### config.mk
export PLATFORM = sky130hd
export DESIGN_NAME = regfile_onehot_flat
export DESIGN_NICKNAME = d
export VERILOG_FILES = /design/src/rtl/regfile_onehot_if.sv /design/src/rtl/regfile_onehot.sv /design/src/flat_wrapper.sv
export SDC_FILE = /design/constraint.sdc
export NUM_CORES = 1
export LEC_CHECK = 0
export ABC_AREA = 0
export BUFFER_PORTS_ARGS = -buffer_cell sky130_fd_sc_hd__buf_2
export CAP_MARGIN = 20
export CELL_PAD_IN_SITES_DETAIL_PLACEMENT = 2
export CELL_PAD_IN_SITES_GLOBAL_PLACEMENT = 2
export CORE_ASPECT_RATIO = 0.7
export CORE_MARGIN = 10
export CORE_UTILIZATION = 40
export DETAILED_ROUTE_END_ITERATION = 6
export GPL_TIMING_DRIVEN = 0
export PLACE_DENSITY_LB_ADDON = 0.1
export SKIP_CTS_REPAIR_TIMING = 1
export SLEW_MARGIN = 20
export SYNTH_ARGS = -nofsm -noshare
export SYNTH_HDL_FRONTEND = slang
export SYNTH_SLANG_ARGS = --single-unit
export TNS_END_PERCENT = 1
### constraint.sdc
create_clock -name clk -period 4.3 [get_ports clk]
set_clock_uncertainty 0.05 [all_clocks]
set_input_delay 0 -clock clk [delete_from_list [all_inputs] [get_ports clk]]
set_output_delay 0 -clock clk [all_outputs]
set_load 0.005 [all_outputs]
### src/rtl/regfile_onehot_if.sv
// Bus-side signal bundle for the one-hot register file.
// The master modport is the register selector/bus side; the slave modport is the register file.
interface regfile_onehot_if #(
  parameter int WIDTH = 16,
  parameter int NREGS = 8
);
  logic [NREGS-1:0] regOes;
  logic [NREGS-1:0] regLoads;
  logic [WIDTH-1:0] data_in;
  logic             pc_inc;
  logic             err_clr;
  logic [WIDTH-1:0] data_out;
  logic             bus_drive;
  logic [WIDTH-1:0] pc_out;
  logic             sel_err;

  modport master (
    output regOes, regLoads, data_in, pc_inc, err_clr,
    input  data_out, bus_drive, pc_out, sel_err
  );

  modport slave (
    input  regOes, regLoads, data_in, pc_inc, err_clr,
    output data_out, bus_drive, pc_out, sel_err
  );
endinterface

### src/rtl/regfile_onehot.sv
// Eight-entry register file addressed by one-hot enable/load vectors.
// One register doubles as the PC with its own increment path; multi-hot selects raise a sticky fault.
module regfile_onehot #(
  parameter int WIDTH    = 16,
  parameter int NREGS    = 8,
  parameter int PC_INDEX = 7,
  parameter int PC_STEP  = 1
) (
  input logic              clk,
  input logic              rst,
  regfile_onehot_if.slave  rf
);

  logic [WIDTH-1:0] r_regs [NREGS];
  logic             r_selErr;

  logic             w_oeNonZero;
  logic             w_oeMulti;
  logic             w_ldNonZero;
  logic             w_ldMulti;
  logic             w_oeValid;
  logic             w_ldValid;
  logic             w_pcLoad;
  logic [WIDTH-1:0] w_readData;

  // Clearing the lowest set bit leaves something only when two or more bits were set.
  assign w_oeNonZero = |rf.regOes;
  assign w_ldNonZero = |rf.regLoads;
  assign w_oeMulti   = |(rf.regOes & (rf.regOes - 1'b1));
  assign w_ldMulti   = |(rf.regLoads & (rf.regLoads - 1'b1));
  assign w_oeValid   = w_oeNonZero && !w_oeMulti;
  assign w_ldValid   = w_ldNonZero && !w_ldMulti;
  assign w_pcLoad    = w_ldValid && rf.regLoads[PC_INDEX];

  always_comb begin
    w_readData = '0;
    for (int i = 0; i < NREGS; i++) begin
      if (rf.regOes[i]) begin
        w_readData = w_readData | r_regs[i];
      end
    end
    if (!w_oeValid) begin
      w_readData = '0;
    end
  end

  assign rf.data_out  = w_readData;
  assign rf.bus_drive = w_oeValid;
  assign rf.pc_out    = r_regs[PC_INDEX];
  assign rf.sel_err   = r_selErr;

  // A valid load to the PC takes priority over the increment.
  always_ff @(posedge clk or posedge rst) begin
    if (rst) begin
      for (int i = 0; i < NREGS; i++) begin
        r_regs[i] <= '0;
      end
    end else begin
      for (int i = 0; i < NREGS; i++) begin
        if (w_ldValid && rf.regLoads[i]) begin
          r_regs[i] <= rf.data_in;
        end else if (i == PC_INDEX && rf.pc_inc && !w_pcLoad) begin
          r_regs[i] <= r_regs[i] + WIDTH'(PC_STEP);
        end
      end
    end
  end

  always_ff @(posedge clk or posedge rst) begin
    if (rst) begin
      r_selErr <= 1'b0;
    end else if (w_oeMulti || w_ldMulti) begin
      r_selErr <= 1'b1;
    end else if (rf.err_clr) begin
      r_selErr <= 1'b0;
    end
  end

endmodule

### src/flat_wrapper.sv
// flat-port wrapper written by rule: the top's interface ports become plain ports
module regfile_onehot_flat 
#(
  parameter int WIDTH    = 16,
  parameter int NREGS    = 8,
  parameter int PC_INDEX = 7,
  parameter int PC_STEP  = 1
)
  (clk, rst, rf_regOes, rf_regLoads, rf_data_in, rf_pc_inc, rf_err_clr, rf_data_out, rf_bus_drive, rf_pc_out, rf_sel_err);
  regfile_onehot_if #(.WIDTH(WIDTH), .NREGS(NREGS)) rf_i ();
  input logic clk;
  input logic rst;
  input wire logic [$bits(rf_i.regOes)-1:0] rf_regOes;
  input wire logic [$bits(rf_i.regLoads)-1:0] rf_regLoads;
  input wire logic [$bits(rf_i.data_in)-1:0] rf_data_in;
  input wire logic [$bits(rf_i.pc_inc)-1:0] rf_pc_inc;
  input wire logic [$bits(rf_i.err_clr)-1:0] rf_err_clr;
  output wire logic [$bits(rf_i.data_out)-1:0] rf_data_out;
  output wire logic [$bits(rf_i.bus_drive)-1:0] rf_bus_drive;
  output wire logic [$bits(rf_i.pc_out)-1:0] rf_pc_out;
  output wire logic [$bits(rf_i.sel_err)-1:0] rf_sel_err;
  assign rf_i.regOes = rf_regOes;
  assign rf_i.regLoads = rf_regLoads;
  assign rf_i.data_in = rf_data_in;
  assign rf_i.pc_inc = rf_pc_inc;
  assign rf_i.err_clr = rf_err_clr;
  assign rf_data_out = rf_i.data_out;
  assign rf_bus_drive = rf_i.bus_drive;
  assign rf_pc_out = rf_i.pc_out;
  assign rf_sel_err = rf_i.sel_err;
  regfile_onehot #(.WIDTH(WIDTH), .NREGS(NREGS), .PC_INDEX(PC_INDEX), .PC_STEP(PC_STEP)) u_core (.clk(clk), .rst(rst), .rf(rf_i));
endmodule
[Yosys cells after proc, flatten, opt, wreduce, memory -nomap -nowiden]
Index checks and enable logic that the tools add are counted.
Storage, ports and cells
  output and inout port bits: 34
  input bits: 36
  flip-flop bits (word level): 129
Cells by class
  $add $sub $neg: 3
  reductions and logical operators: 21
  muxes and demuxes: 13
  bitwise logic cells: 9
Operators with widths (count)
  16-bit 2-to-1 mux: 11
  16-bit OR: 7
  8-bit OR reduction: 4
  16-bit by 1-bit adder with 16-bit output (second input constant): 1
  8-bit AND: 2
  8-bit by 1-bit subtractor with 8-bit output (second input constant): 2
  1-bit logical AND: 11
  2-bit nonzero test: 2
  1-bit logical NOT: 3
  1-bit 2-to-1 mux: 2
  1-bit logical OR: 1

[Longest topological paths before layout]
Gate-level depths: netlist of the first run.
  word-level depth: 16
  mapped depth: 8
  gate-level depth less buffers: 6

[Worst setup path after synthesis of the first run]
Ideal clock, no wire load.
  kind: in2reg
  start: input port rf_regLoads[2]
  end: register u_core.r_regs[32] (netlist bit)
  slack: 2.427 ns
  required time: 4.125 ns
  path buffers: 1
  library setup time: 0.125 ns
  arrival time: 1.698 ns
  stages on the path: 6
  cells stage by stage: or4_4 > nor3_4 > mux2_4 > nand3_4 > buf_6 > mux2_4
Between the ends
  word-level cells in the longest chain between the ends: 6
  elaborated cells between the ends (all ways): 7
  classes of those cells: 1 x add/sub; 1 x bitwise; 5 x reduce/logical
Ends and longest elaborated chain
  from (decl): RTL line flat_wrapper.sv:14  | input wire logic [$bits(rf_i.regLoads)-1:0] rf_regLoads;
  8-bit by 1-bit subtractor with 8-bit output: RTL line regfile_onehot.sv:30  | assign w_ldMulti = |(rf.regLoads & (rf.regLoads - 1'b1));
  8-bit AND: RTL line regfile_onehot.sv:30
  8-bit OR reduction: RTL line regfile_onehot.sv:30
  1-bit logical NOT: RTL line regfile_onehot.sv:32  | assign w_ldValid = w_ldNonZero && !w_ldMulti;
  1-bit logical AND (*): RTL line regfile_onehot.sv:32
  1-bit logical AND (*): RTL line regfile_onehot.sv:60  | if (w_ldValid && rf.regLoads[i]) begin
  to (signal, indexed assignment): RTL line regfile_onehot.sv:61  | r_regs[i] <= rf.data_in;
  to (signal, indexed assignment): RTL line regfile_onehot.sv:63  | r_regs[i] <= r_regs[i] + WIDTH'(PC_STEP);
  to (decl): RTL line regfile_onehot.sv:14  | logic [WIDTH-1:0] r_regs [NREGS];
Every way passes the cells marked *; elsewhere a longest branch is shown, timed or not.
A chain may end at the register's enable or synchronous reset.

[Final worst setup path of the first run]
  start: input port rf_regOes[2]
  end: output port rf_data_out[9]
Between the ends
  word-level cells in the longest chain between the ends: 12
  elaborated cells between the ends (all ways): 18
  classes of those cells: 1 x add/sub; 7 x mux; 6 x bitwise; 4 x reduce/logical
Ends and longest elaborated chain
  from (decl): RTL line flat_wrapper.sv:13  | input wire logic [$bits(rf_i.regOes)-1:0] rf_regOes;
  16-bit 2-to-1 mux: RTL line regfile_onehot.sv:38  | if (rf.regOes[i]) begin
  16-bit OR: RTL line regfile_onehot.sv:39  | w_readData = w_readData | r_regs[i];
  16-bit 2-to-1 mux: RTL line regfile_onehot.sv:38
  16-bit OR: RTL line regfile_onehot.sv:39
  16-bit 2-to-1 mux: RTL line regfile_onehot.sv:38
  16-bit OR: RTL line regfile_onehot.sv:39
  16-bit 2-to-1 mux: RTL line regfile_onehot.sv:38
  16-bit OR: RTL line regfile_onehot.sv:39
  16-bit 2-to-1 mux: RTL line regfile_onehot.sv:38
  16-bit OR: RTL line regfile_onehot.sv:39
  16-bit 2-to-1 mux: RTL line regfile_onehot.sv:38
  16-bit 2-to-1 mux (*): RTL line regfile_onehot.sv:42  | if (!w_oeValid) begin
  to (decl): RTL line flat_wrapper.sv:18  | output wire logic [$bits(rf_i.data_out)-1:0] rf_data_out;
Marks and branches as above.

==> results of run 1 <==
-- worst max-delay path, cell delays in order --
cell	delay [ps]
clkbuf_1	330
or4_1	600
nor3_1	260
xor2_1	110
nand2b_1	80
clkbuf_1	490
buf_2	410
a31oi_1	120
buf_2	170
-- logic make-up (layout without fill, tap and decap cells) --
| group | count (synthesis) | after routing | synth area share |
|---|---|---|---|
| muxes | 114 | 114 | 0.229 |
| adders and majority gates | 3 | 3 | 0.00519 |
| and+or+nand+nor | 60 | 60 | 0.0593 |
| xor gates and xnor gates | 17 | 17 | 0.0238 |
| AOI/OAI and AO/OA | 104 | 104 | 0.120 |
| DFF | 129 | 129 | 0.515 |
| buffers and inverters | 52 | 167 | 0.0477 |
-- power by group --
| part | leakage, nW | switching (mW) | internal, mW |
|---|---|---|---|
| logic | 1.69 | 0.321 | 0.447 |
| clock network | 0.270 | 0.518 | 0.850 |
| registers | 1.67 | 0.230 | 1.46 |
| total | 3.63 | 1.07 | 2.76 |
-- per-stage QoR --
stage	hold WS [ps]	TNS (ps)	setup WS (ps)	cell area, um2	power (mW)
floorplan	98.5	0	809	6270	2.15
global placement	310	-92110	-722	6830	2.38
detailed placement	8.32	0	1690	6860	2.45
CTS	-440	0	1680	7420	3.84
global route	2.45	0	1520	7630	4.02
finish	-33.1	0	1660	7630	3.83
-- area by class of cell --
class / count / area share
Buffer: 46 / 0.0363
Clock buffer: 26 / 0.0655
Clock inverter: 5 / 0.00689
Inverter: 6 / 0.00394
Multi-Input combinational cell: 298 / 0.359
Sequential cell: 129 / 0.423
Tap cell: 200 / 0.0328
Timing Repair Buffer: 84 / 0.0719
-- per-layer routing --
layer | up-vias | share of wire | track usage
met1 | 2460 | 0.50 | 0.285
met5 | - | 0 | 0
met4 | 0 | 0.0054 | 0.0407
li1 | 1999 | - | -
met3 | 7 | 0.036 | 0.0465
met2 | 97 | 0.46 | 0.314
-- placed cells by master (no fill, tap or decap), drive strengths merged, types with 2 or more instances in the layout --
cell / count
nor3: 7
a22o: 16
nand2: 5
a21oi: 17
a31oi: 16
clkinv: 3
nand3: 9
nor2: 22
nand4: 6
a22oi: 32
a221oi: 16
buf: 88
dfrtp: 129
or4: 3
maj3: 2
inv: 6
xnor2: 9
mux2: 113
clkbuf: 47
dlygate4sd3: 21
o21ai: 3
or3: 2
xor2: 8
nor4: 2
nand3b: 2
-- how the worst min path moves through the flow --
stage	startpoint	endpoint	slack, ps	cells after the start
floorplan	rf_data_in[0]	u_core.r_regs[32]$_DFFE_PP0P_	100	1
global placement	rf_data_in[11]	u_core.rf.pc_out[11]$_DFFE_PP0P_	310	3
detailed placement	rst	u_core.rf.sel_err$_DFFE_PP0P_	8	2
CTS	rst	u_core.rf.sel_err$_DFFE_PP0P_	-440	2
global route	rf_regLoads[4]	u_core.r_regs[61]$_DFFE_PP0P_	2	3
finish	rf_pc_inc	u_core.rf.pc_out[0]$_DFFE_PP0P_	-30	3
-- sequential cells by signal (all words and copies together), names as in the netlist --
register and cells:
u_core.r_regs 112, u_core.rf.pc_out 16, u_core.rf.sel_err 1
==> impl_metrics.csv, run 1 <==
group,metric,value,unit
outcome,status,"finished, violations left",
outcome,violations,"hold timing",
critical_path,required,4250,ps
synth,syn_nets,516,
place,place.gp.congestion,0.782,
critical_path,worst-r2r-setup-slack,2160,ps
die,rows,38,
clock_network,path_clk_slew,50,ps
synth,yosys.area.top_type,"dfrtp_1",
timing,min_period,2640,ps
synth,ys.flop_type,"dfrtp_1",
timing,period_share,0.615,
timing,slew_headroom,0.373,
route,drtPass1Iterations,5,
cells_and_area,multi_input_area,0.00274,mm2
synth,yosysWarnings,0,
synth,async_flop_share,1.00,
synth,yosysMostFrequentCell,"dfrtp_1",
die,dieArea,0.0212,mm2
cells_and_area,final_nets,619,
timing,hold_violations,1,
clock_network,cts_tree,"built",
critical_path,worstSetupPathType,"in -> out",
timing,rsz0062_at_grt,"no",
timing,setup_viol,0,
die,initial_core_util,0.406,
clock_network,cts_buffer_depth,2,
power,ir_drop,0.000215,V
critical_path,endpoint,"rf_data_out[9]",
global_route,grt-ovfl-total,0,
power,power_density,502,mW/mm2
critical_path,rr_worst_depth,5,
clock_network,cts_made_buffers,17,
critical_path,startpoint_type,"input port",
cells_and_area,antenna_cells,0,
route,routed_via_density,5.75,
critical_path,endpoint_kind,"output port",
route,detail-route-antenna-nets,0,
global_route,track_usage,0.203,
synth,ys_seq_area_frac,0.515,
critical_path,path_max_fanout,10,
critical_path,arrival,2590,ps
cells_and_area,fin_cells,794,
route,routedWlPerCell,26.8,um
place,dp.cells,742,
synth,syn_area_per_cell,13.1,um2
timing,worst_pin_slew,940,ps
die,die_y,125,um
global_route,grt_pass1_vias,4995,
clock_network,cts_sinks,129,
critical_path,worstReg2RegStart,"u_core.rf.pc_out[5]$_DFFE_PP0P_",
clock_network,clk_latency,420,ps
synth,synthCells,479,
synth,synth_top_area_share,0.515,
critical_path,r2r-end,"u_core.rf.pc_out[14]$_DFFE_PP0P_",
cells_and_area,final_util,0.494,
global_route,antenna_found_initial,0,
global_route,grt_max_degree,70,
global_route,grt_pass1_wl,32.4,mm
cells_and_area,ff_latch_area,0.00323,mm2
clock_network,cts-root-buf,"clkbuf_16",
route,drt_first_iter_violations,284,
job,cap_violations,0,
synth,synth_common_cells,"dfrtp_1, mux2_2, mux2_4",
route,routed_wl,21.3,mm
route,drc,0,
synth,synth-seq-cells,129,
timing,timing.hold.ws,-33.1,ps
die,core-area,0.0155,mm2
synth,synth_edf_count,0,
route,vias,4563,
timing,drv_slew,0,
place,post-dp-hpwl,14.3,mm
cells_and_area,area_growth,21.7,%
cells_and_area,drive_gt1_frac,0.396,
timing,fmax,378,MHz
power,p_leak,3.63,nW
die,ios,70,
place,port_buffers,62,
worst_hold_path,hp-class,"in -> reg",
cells_and_area,fill_cells,1497,
critical_path,cp-startpoint,"rf_regOes[2]",
synth,synth_cell_types,38,
synth,synthTopCellsByArea,"dfrtp_1, mux2_2, mux2_4",
die,die_w,170,um
clock_network,htree_levels,4,
synth,netlist_area,0.00627,mm2
(Power assumes the default switching activity.)
==> run 2, diff against run 1 <==
==> constraint.sdc (replaced) <==
create_clock -name clk -period 2.52 [get_ports clk]
set_clock_uncertainty 0.05 [all_clocks]
set_input_delay 0 -clock clk [delete_from_list [all_inputs] [get_ports clk]]
set_output_delay 0 -clock clk [all_outputs]
set_load 0.005 [all_outputs]
==> run 2 against run 1 <==
  * Via count rose by 0.39%
  * Largest power group unchanged
  * Clock-buffer cell count fell by 2
  * Register-to-register slack got worse by 1700 ps
  * Sequential cell count did not move
  * Sequential share of layout area fell by 0.15 points
  * Highest routed layer unchanged
  * The run still ends with hold timing left
==> impl_metrics.csv, run 2 (same netlist as run 1, synthesis figures left out) <==
group,metric,value,unit
outcome,status,"finished, violations left",
outcome,violations,"hold timing",
cells_and_area,largest_reg_flops,112,
worst_hold_path,hp-class,"in -> reg",
power,p_leak,3.64,nW
global_route,grt-ovfl-total,0,
critical_path,endpoint_kind,"output port",
critical_path,critical-path-top-delay-family,"simple AND/OR/NAND/NOR gates",
place,post_dp_cell_area,0.00692,mm2
clock_network,cts_sinks,129,
critical_path,path_depth,8,
cells_and_area,fill_cells,1512,
cells_and_area,final_common_cell,"dfrtp_1",
die,ios,70,
route,routed_wl,22.0,mm
clock_network,htree_levels,4,
power,ir_drop,0.000437,V
cells_and_area,final_nets,619,
worst_hold_path,min_from,"rf_pc_inc",
timing,min_period,2390,ps
cells_and_area,multi_input_area,0.00275,mm2
die,core-area,0.0155,mm2
place,port_buffers,62,
timing,hold_violations,4,
timing,setup_viol,0,
clock_network,cts_made_buffers,17,
critical_path,rr_worst_depth,5,
critical_path,required,2470,ps
die,dieArea,0.0212,mm2
timing,slew_headroom,0.384,
cells_and_area,largest-register,"u_core.r_regs",
route,drtPass1Iterations,4,
cells_and_area,area_growth,22.1,%
critical_path,worstReg2RegStart,"u_core.rf.pc_out[4]$_DFFE_PP0P_",
critical_path,path_cells,"clkbuf_1 -> or4_1 -> nor3_2 -> xor2_1 -> nand2b_2 -> buf_2 -> a31oi_1 -> buf_2",
timing,timing.hold.ws,-22.9,ps
die,die_w,170,um
clock_network,clk_latency,420,ps
critical_path,startpoint_type,"input port",
route,routed_via_density,5.78,
clock_network,cts_tree,"built",
critical_path,slowest_stage,"or4_1",
route,routedWlPerCell,27.7,um
global_route,antenna_found_initial,0,
critical_path,cpMostUsedCell,"buf_2",
clock_network,cts_buffer_depth,2,
critical_path,path_buf_inv,3,
route,detail-route-antenna-nets,0,
critical_path,path_max_fanout,10,
global_route,track_usage,0.211,
global_route,grt_pass1_wl,33.5,mm
worst_hold_path,whs_path_depth,3,
cells_and_area,ff_latch_area,0.00323,mm2
timing,drv_slew,0,
route,drt_first_iter_violations,294,
clock_network,path_clk_slew,50,ps
cells_and_area,final_area,0.00765,mm2
global_route,grt_max_degree,34,
route,drc,0,
critical_path,worstSetupPathType,"in -> out",
job,cap_violations,0,
critical_path,arrival,2340,ps
timing,rsz0062_at_grt,"no",
timing,period_share,0.950,
die,initial_core_util,0.406,
timing,fmax,418,MHz
die,die_y,125,um
place,post-dp-hpwl,14.9,mm
global_route,grt_pass1_vias,5224,
cells_and_area,antenna_cells,0,
cells_and_area,drive_gt1_frac,0.405,
critical_path,cpPeakStageDelay,620,ps
cells_and_area,mostFrequentLayoutCells,"dfrtp_1, mux2_2, buf_2, mux2_4, a22oi_1",
die,rows,38,
timing,worst_pin_slew,923,ps
critical_path,cp-startpoint,"rf_regOes[2]",
clock_network,cts-root-buf,"clkbuf_16",
place,place.gp.congestion,0.779,
cells_and_area,final_util,0.495,
timing,finalSetupTns,0,ps
power,power_density,852,mW/mm2
route,vias,4581,
==> run 2: cell count changes in the layout (fill, tap and decap cells not counted) <==
| cell | before | now |
|---|---|---|
| buf_12 | 0 | 3 |
| clkbuf_1 | 26 | 24 |
| dlygate4sd3_1 | 21 | 19 |
| clkbuf_8 | 4 | 3 |
| clkinv_2 | 3 | 4 |
| clkinvlp_4 | 1 | 2 |
| inv_8 | 1 | 0 |
| nand2b_1 | 1 | 0 |
| nand2b_2 | 0 | 1 |
| nor3_1 | 6 | 5 |
| nor3_2 | 0 | 1 |
==> run 2: tightest hold or removal path: cells and delay by family <==
family	cells	cell delay (ps)
buffers and inverters	1	160
AOI/OAI and AO/OA	1	60
xor gates and xnor gates	1	180
==> run 2: layer usage <==
layer / track usage / routed length (um) / share of wire
met2: 0.335 / 10400 / 0.47
met1: 0.283 / 10100 / 0.46
met3: 0.0481 / 1240 / 0.056
met4: 0.0576 / 208 / 0.0095
met5: 0 / 0 / 0
==> run 2: power breakdown <==
part | internal, mW | switching [mW]
sequential | 2.50 | 0.394
combinational | 0.772 | 0.558
clock | 1.41 | 0.880
total | 4.68 | 1.83
==> run 2: worst paths after layout <==
check / to / slack [ps]
setup / recovery: rf_data_out[7] / 130
hold / removal: u_core.rf.pc_out[0]$_DFFE_PP0P_ / -20
setup reg to reg: u_core.rf.pc_out[14]$_DFFE_PP0P_ / 450
hold reg to reg: u_core.r_regs[24]$_DFFE_PP0P_ / 450
max in group asynchronous: u_core.rf.pc_out[11]$_DFFE_PP0P_ / 1280
min in group asynchronous: u_core.rf.sel_err$_DFFE_PP0P_ / 160
==> run 2: per-stage QoR <==
step,std cells,hold WS (ps),power (mW),setup WS [ps]
2_1_floorplan,479,98.5,3.68,647
3_3_place_gp,741,300,4.06,-12.8
3_5_place_dp,745,49.9,4.19,-150
4_1_cts,775,-389,6.53,-125
5_1_grt,793,7.14,6.85,20.6
6_report,793,-22.9,6.52,127
==> run 2: layout make-up <==
| class | instances | area share |
|---|---|---|
| plain buffers | 45 | 0.0356 |
| flip-flops and latches | 129 | 0.422 |
| well taps | 200 | 0.0327 |
| clock inverters | 6 | 0.00752 |
| multi-input cells | 298 | 0.359 |
| inverters | 6 | 0.00343 |
| clock buffers | 24 | 0.0629 |
| repair buffers | 85 | 0.0768 |
